[src/rtl/custom_vec_scoreboard.sv]
// Issue-side hazard scoreboard for the custom-vector coprocessor: tracks in-flight
// vector ops by id/vd and gates issue on RAW/WAW hazards, id reuse and capacity.
module custom_vec_scoreboard #(
    parameter int unsigned NrVregs     = 32,
    parameter int unsigned MaxInflight = 4,
    parameter int unsigned IdWidth     = 4
) (
    input  logic                             clk_i,
    input  logic                             rst_ni,
    input  logic                             issue_valid_i,
    output logic                             issue_ready_o,
    input  logic [IdWidth-1:0]               issue_id_i,
    input  logic [$clog2(NrVregs)-1:0]       issue_vd_i,
    input  logic                             issue_vd_we_i,
    input  logic [$clog2(NrVregs)-1:0]       issue_vs1_i,
    input  logic [$clog2(NrVregs)-1:0]       issue_vs2_i,
    input  logic                             issue_vs1_re_i,
    input  logic                             issue_vs2_re_i,
    input  logic                             retire_valid_i,
    input  logic [IdWidth-1:0]               retire_id_i,
    input  logic                             flush_i,
    output logic [NrVregs-1:0]               busy_o,
    output logic [$clog2(MaxInflight+1)-1:0] inflight_cnt_o,
    output logic                             hazard_o,
    output logic                             retire_err_o
);
    localparam int unsigned VW = $clog2(NrVregs);
    localparam int unsigned CW = $clog2(MaxInflight + 1);

    typedef struct packed {
        logic [IdWidth-1:0] id;
        logic [VW-1:0]      vd;
        logic               we;
    } entry_t;

    logic   [MaxInflight-1:0] vld_q;
    entry_t [MaxInflight-1:0] ent_q;
    logic   [CW-1:0]          cnt_q;
    logic                     err_q;

    logic [MaxInflight-1:0] id_hit, ret_oh, alloc_oh;
    logic                   raw, waw, id_conflict, full, fire, ret_ok, found;

    always_comb begin
        busy_o = '0;
        for (int i = 0; i < MaxInflight; i++)
            if (vld_q[i] && ent_q[i].we) busy_o[ent_q[i].vd] = 1'b1;
    end

    always_comb begin
        id_hit = '0;
        ret_oh = '0;
        for (int i = 0; i < MaxInflight; i++) begin
            id_hit[i] = vld_q[i] && (ent_q[i].id == issue_id_i);
            ret_oh[i] = retire_valid_i && vld_q[i] && (ent_q[i].id == retire_id_i);
        end
    end

    // Lowest-index free entry; only meaningful when not full.
    always_comb begin
        alloc_oh = '0;
        found    = 1'b0;
        for (int i = 0; i < MaxInflight; i++)
            if (!vld_q[i] && !found) begin
                alloc_oh[i] = 1'b1;
                found       = 1'b1;
            end
    end

    // Ready depends only on registered state and issue inputs, never on retire.
    assign raw         = (issue_vs1_re_i && busy_o[issue_vs1_i]) ||
                         (issue_vs2_re_i && busy_o[issue_vs2_i]);
    assign waw         = issue_vd_we_i && busy_o[issue_vd_i];
    assign id_conflict = |id_hit;
    assign full        = (cnt_q >= CW'(MaxInflight));
    assign ret_ok      = |ret_oh;

    assign issue_ready_o  = !raw && !waw && !id_conflict && !full && !flush_i;
    assign hazard_o       = issue_valid_i && (raw || waw || id_conflict);
    assign fire           = issue_valid_i && issue_ready_o;
    assign inflight_cnt_o = cnt_q;
    assign retire_err_o   = err_q;

    always_ff @(posedge clk_i or negedge rst_ni) begin
        if (!rst_ni) begin
            vld_q <= '0;
            ent_q <= '0;
            cnt_q <= '0;
            err_q <= 1'b0;
        end else if (flush_i) begin
            vld_q <= '0;
            cnt_q <= '0;
            err_q <= 1'b0;
        end else begin
            // Alloc targets a free slot, retire a valid one, so they never collide.
            vld_q <= (vld_q & ~ret_oh) | (fire ? alloc_oh : '0);
            for (int i = 0; i < MaxInflight; i++)
                if (fire && alloc_oh[i])
                    ent_q[i] <= '{id: issue_id_i, vd: issue_vd_i, we: issue_vd_we_i};
            cnt_q <= cnt_q + CW'(fire) - CW'(ret_ok);
            err_q <= retire_valid_i && !ret_ok;
        end
    end

endmodule

[config.mk]
export PLATFORM = sky130hd
export DESIGN_NAME = custom_vec_scoreboard
export DESIGN_NICKNAME = d
export VERILOG_FILES = /design/src/rtl/custom_vec_scoreboard.sv
export SDC_FILE = /design/constraint.sdc
export NUM_CORES = 1
export LEC_CHECK = 0
export BUFFER_PORTS_ARGS = -buffer_cell sky130_fd_sc_hd__buf_2
export CORE_MARGIN = 2
export CORE_UTILIZATION = 25
export DETAILED_ROUTE_END_ITERATION = 8
export MAX_ROUTING_LAYER = met4
export RECOVER_POWER = 50
export SLEW_MARGIN = 25
export SYNTH_ARGS = -nofsm -noshare
export SYNTH_HDL_FRONTEND = slang
export SYNTH_SLANG_ARGS = --single-unit
[constraint.sdc]
create_clock -name clk_i -period 4.6 [get_ports clk_i]
set_clock_uncertainty 0.2 [all_clocks]
set_input_delay 0 -clock clk_i [delete_from_list [all_inputs] [get_ports clk_i]]
set_output_delay 0 -clock clk_i [all_outputs]
set_load 0.02 [all_outputs]
==> results by stage <==
Status:
- The run finished, with violations left.
- The checks that failed: max-capacitance violations, max-slew violations.

Cells and area:
- The area growth from synthesis to layout is 17.0%.
- The library cells used most frequently in the layout, excluding fill and tap cells, are 56 x buf_2, 52 x o22ai_1, 48 x dfrtp_1.
- The total number of nets in the final design is just over 600.
- The area of the multi-input gates is 3130 µm².
- The number of antenna diodes is 0.
- Of the cells placed in the final design, the portion with a size suffix greater than 1 is 0.251.
- The fill cell instance count of the final layout is 1983.
- Across the whole layout, storage elements account for roughly 1200 µm².
- Leaving out fill and tap cells, the most frequent cell in the layout is buf_2.

Critical path:
- The slowest stage of the critical path belongs to the cell dfrtp_1.
- The cell family with the largest share of critical-path delay is compound AO/OA/AOI/OAI gates.
- The number of buffer and inverter instances along the worst setup path is 2.
- The data required time of the critical path is 4.58 ns.
- The worst stage delay on the critical path is between 0.5 and 0.6 ns.
- Traced cell by cell, the critical path runs through or3b_2 > o22ai_1 > nor4_1 > a2111oi_2 > o21ai_0 > a311oi_2 > nor3_1 > and2_1 > nand2_1 > ha_1 > inv_1 > ha_1 > inv_1 > fa_1 > xnor2_1 > nor2_1.
- The worst setup path is captured at a flip-flop.
- Along the worst path, the maximum fanout reaches 12.
- The type of the worst setup path is flip-flop to flip-flop.
- The arrival time of the worst setup path is 4.34 ns.
- STA classifies the critical path startpoint as a flip-flop.

Pwr:
- The total internal power is 1040 µW.
- Power comes to around 1600 µW.
- Of the total power, the share spent switching nets is 0.338.
- The worst-case IR drop observed on VDD is 0.188 mV.
- The reported leakage power is roughly 0.0024 µW.
- The register share of total power is 0.405.
- The share of total power in combinational logic is 0.287.
- In this run the power density over the cells is 286 nW/µm².
- In this run the power spent charging and discharging nets is roughly 530 µW.
- The share of total power dissipated in the clock network is 0.309.

Floorplan:
- The count of boundary I/O pins is 69.
- For this configuration, the core starts out at a cell density of 0.253.
- The initialized floorplan defines 50 standard-cell rows.
- The floorplan step set the die height to between 100 and 150 µm.
- From left edge to right edge, the die measures 141 µm.
- In this run the standard cell core region covers 18500 µm².
- The area of the die is 19800 µm².

Timing:
- At the pin with the least slew margin, the transition time is 2.58 ns.
- The worst relative slew slack is -0.717.
- The number of failing setup endpoints in the final timing report is 0.
- The achievable frequency is between 200 and 250 MHz.
- Setup repair after global routing left no endpoint under its margin.
- The final hold violation count is 0.
- Summed over all failing endpoints, the final setup total negative slack is 0 ns.
- The worst path needs 4.36 ns of the cycle, external delays included.
- The number of max-slew violations in the final report was just under 50.
- Of the available clock period, the critical path in the final layout requires 0.948.

Routing:
- In this run the remaining antenna-violating nets after routing total 0.
- The total wirelength of the detailed-routed design is 16.8 mm.
- After detailed routing, the number of remaining DRC violations is 0.
- Dividing the detail-routed wire length by the instance count gives 20.3 µm.
- The violation count after the first detailed-route iteration is 529.
- The count of vias placed by the detailed router is 4716.
- The number of vias per cell is 5.72.
- The first detailed-routing pass ran for 5 iterations.

Placement:
- The count of buffers added on input and output ports is 68.
- At the end of routability-driven placement, the weighted congestion stood at 0.935.
- Detailed placement ended at an HPWL of 12.7 mm.

Clocking:
- The source-to-sink clock delay at the later pin of the worst-skew pair is 0.30 ns.
- Gates resized during post-CTS repair numbered 0.
- CTS placed an instance of clkbuf_16 at the clock tree root.
- TritonCTS built the clock tree.
- Clock tree synthesis inserted a total of 5 buffers.
- For this design, the sink count on the clock tree is 48.
- The clock-pin slew on the worst setup and hold paths is 0.07 ns.
- The CTS H-tree depth is 2.
- The clock passes through at most 2 buffers.

Yosys:
- Dividing the synthesized area by the synthesized cell count gives between 8 and 9 µm².
- After synthesis, the cell types taking the most area are dfrtp_1 26%, o22ai_1 6.8%, mux2_4 6.4%.
- The number of warnings printed during yosys synthesis is 0.
- The mapped netlist covers 4680 µm².
- Counting flops with a built-in enable in the synthesized netlist gives 0.
- The number of nets handed over by synthesis was 560.
- The number of library cell types mapped by synthesis is 76.
- In this run, synthesis produced a sequential element count of 48.
- The cell accounting for the most synthesized area is dfrtp_1.
- Of the synthesized area, sequential elements account for 0.257.
- Of the post-synthesis cell area, the dominant cell type holds 0.257.
- In the synthesized netlist, the number of instances is ~530.
- The async set-reset flop share out of synthesis is 1.00.
- The most frequently used flop master after synthesis is dfrtp_1.

GRT:
- The number of global-route vias before repair is between 4000 and 5000.
- The initial antenna violation count is 0.
- The wire length of the first global-routing pass is ~26 mm.
- The remaining global-route overflow is 0.
- In the global route stage, overall resource usage came out at 0.171.
- Entering global routing, the biggest net connects 49 pins.

Hold path:
- The type of the most critical hold path is input pin to flip-flop.

Run:
- The max capacitance violation total is 1.
-- worst reg2reg max path, stage by stage, from the launching register on --
cell and delay (ns):
dfrtp_1 0.57, or3b_2 0.57, o22ai_1 0.37, nor4_1 0.11, a2111oi_2 0.34, o21ai_0 0.17, a311oi_2 0.45, nor3_1 0.16
and2_1 0.21, nand2_1 0.07, ha_1 0.22, inv_1 0.05, ha_1 0.13, inv_1 0.04, fa_1 0.37, xnor2_1 0.17
nor2_1 0.05
-- cell type report --
type	count	share of cell area
multi-input combinational	405	0.571
sequential	48	0.219
timing repair buffer	92	0.0951
tap	234	0.0535
inverter	37	0.0254
clock buffer	5	0.0229
clock inverter	3	0.0126
-- metrics by stage --
stage | area, µm² | hold slack (ns) | instances | worst slack (ns) | utilization
after floorplan | 4680 | -0.496 | 526 | 0.692 | -
after global placement | 5230 | -0.0662 | 807 | 0.226 | 0.282
after detailed placement | 5230 | -0.0617 | 807 | 0.231 | 0.282
after CTS | 5510 | 0.0156 | 824 | 0.209 | 0.298
after global routing | 5470 | 0.0531 | 824 | 0.0193 | 0.296
final | 5470 | 0.0375 | 824 | 0.239 | 0.296
-- logic make-up (layout without fill, tap and decap cells) --
logic type / after synthesis / after routing / synth area share
compound gates: 126 / 126 / 0.201
xor+xnor: 28 / 28 / 0.0524
fa+ha+maj: 3 / 3 / 0.00963
buf+inv: 73 / 137 / 0.0722
flops: 48 / 48 / 0.257
mux: 51 / 51 / 0.145
simple gates: 197 / 197 / 0.263
-- cells in the mapped netlist, types with 4 or more instances --
cell type / count
buf_2: 6
clkbuf_1: 17
o211ai_1: 6
o22ai_1: 51
a311oi_1: 4
nand2b_1: 7
nand3b_1: 14
nor2_1: 37
buf_4: 9
dfrtp_1: 48
mux2_1: 8
nand4b_1: 4
nor3_1: 31
inv_1: 36
nand2_1: 18
or3_1: 5
a211oi_1: 5
mux2_4: 20
nor4_1: 10
o21ai_0: 8
nand3_1: 12
nor3b_1: 6
nor2b_1: 6
o221ai_1: 5
xor2_1: 21
nand4bb_1: 4
nand4_1: 4
a21oi_1: 10
or3b_2: 10
nand4b_2: 6
or2_2: 4
o22a_1: 4
xnor2_1: 7
mux2_2: 17
-- sequential cells by signal (all words and copies together) (netlist names) --
| register | count |
|---|---|
| ent_q | 40 |
| vld_q | 4 |
| inflight_cnt_o | 3 |
| retire_err_o | 1 |
-- timing repair --
item | 4_1_cts | 5_1_grt
endpoints found under the hold margin | 80 | 0
endpoints found under the setup margin | 0 | 0
buffers inserted | 0 | 0
hold buffers | 9 | 0
-- final timing paths --
| kind | start | end | slack [ns] | cells past startpoint |
|---|---|---|---|---|
| max | ent_q[4]$_DFFE_PN0P_ | inflight_cnt_o[2]$_DFF_PN0_ | 0.24 | 16 |
| min | issue_vd_i[2] | ent_q[23]$_DFFE_PN0P_ | 0.04 | 2 |
| max reg2reg | ent_q[4]$_DFFE_PN0P_ | inflight_cnt_o[2]$_DFF_PN0_ | 0.24 | 16 |
| min reg2reg | ent_q[28]$_DFFE_PN0P_ | ent_q[28]$_DFFE_PN0P_ | 0.35 | 1 |
| max in group asynchronous | rst_ni | ent_q[31]$_DFFE_PN0P_ | 1.81 | 3 |
| min in group asynchronous | rst_ni | ent_q[19]$_DFFE_PN0P_ | 0.92 | 3 |
-- power by group through the flow --
stage | logic [µW] | clock network (µW) | registers, µW
after floorplan | 357 | 0 | 589
after global placement | 442 | 0 | 632
after detailed placement | 441 | 0 | 638
after CTS | 449 | 491 | 630
after global routing | 486 | 512 | 649
final | 450 | 484 | 634
-- routing by layer --
layer	global-route usage	vias to the layer above	routed length (µm)
li1	-	2132	-
met1	0.221	2267	6970
met2	0.272	270	7920
met3	0.0299	47	1310
met4	0.0553	0	563
met5	-	-	0
Power figures use the tool's default switching activity.
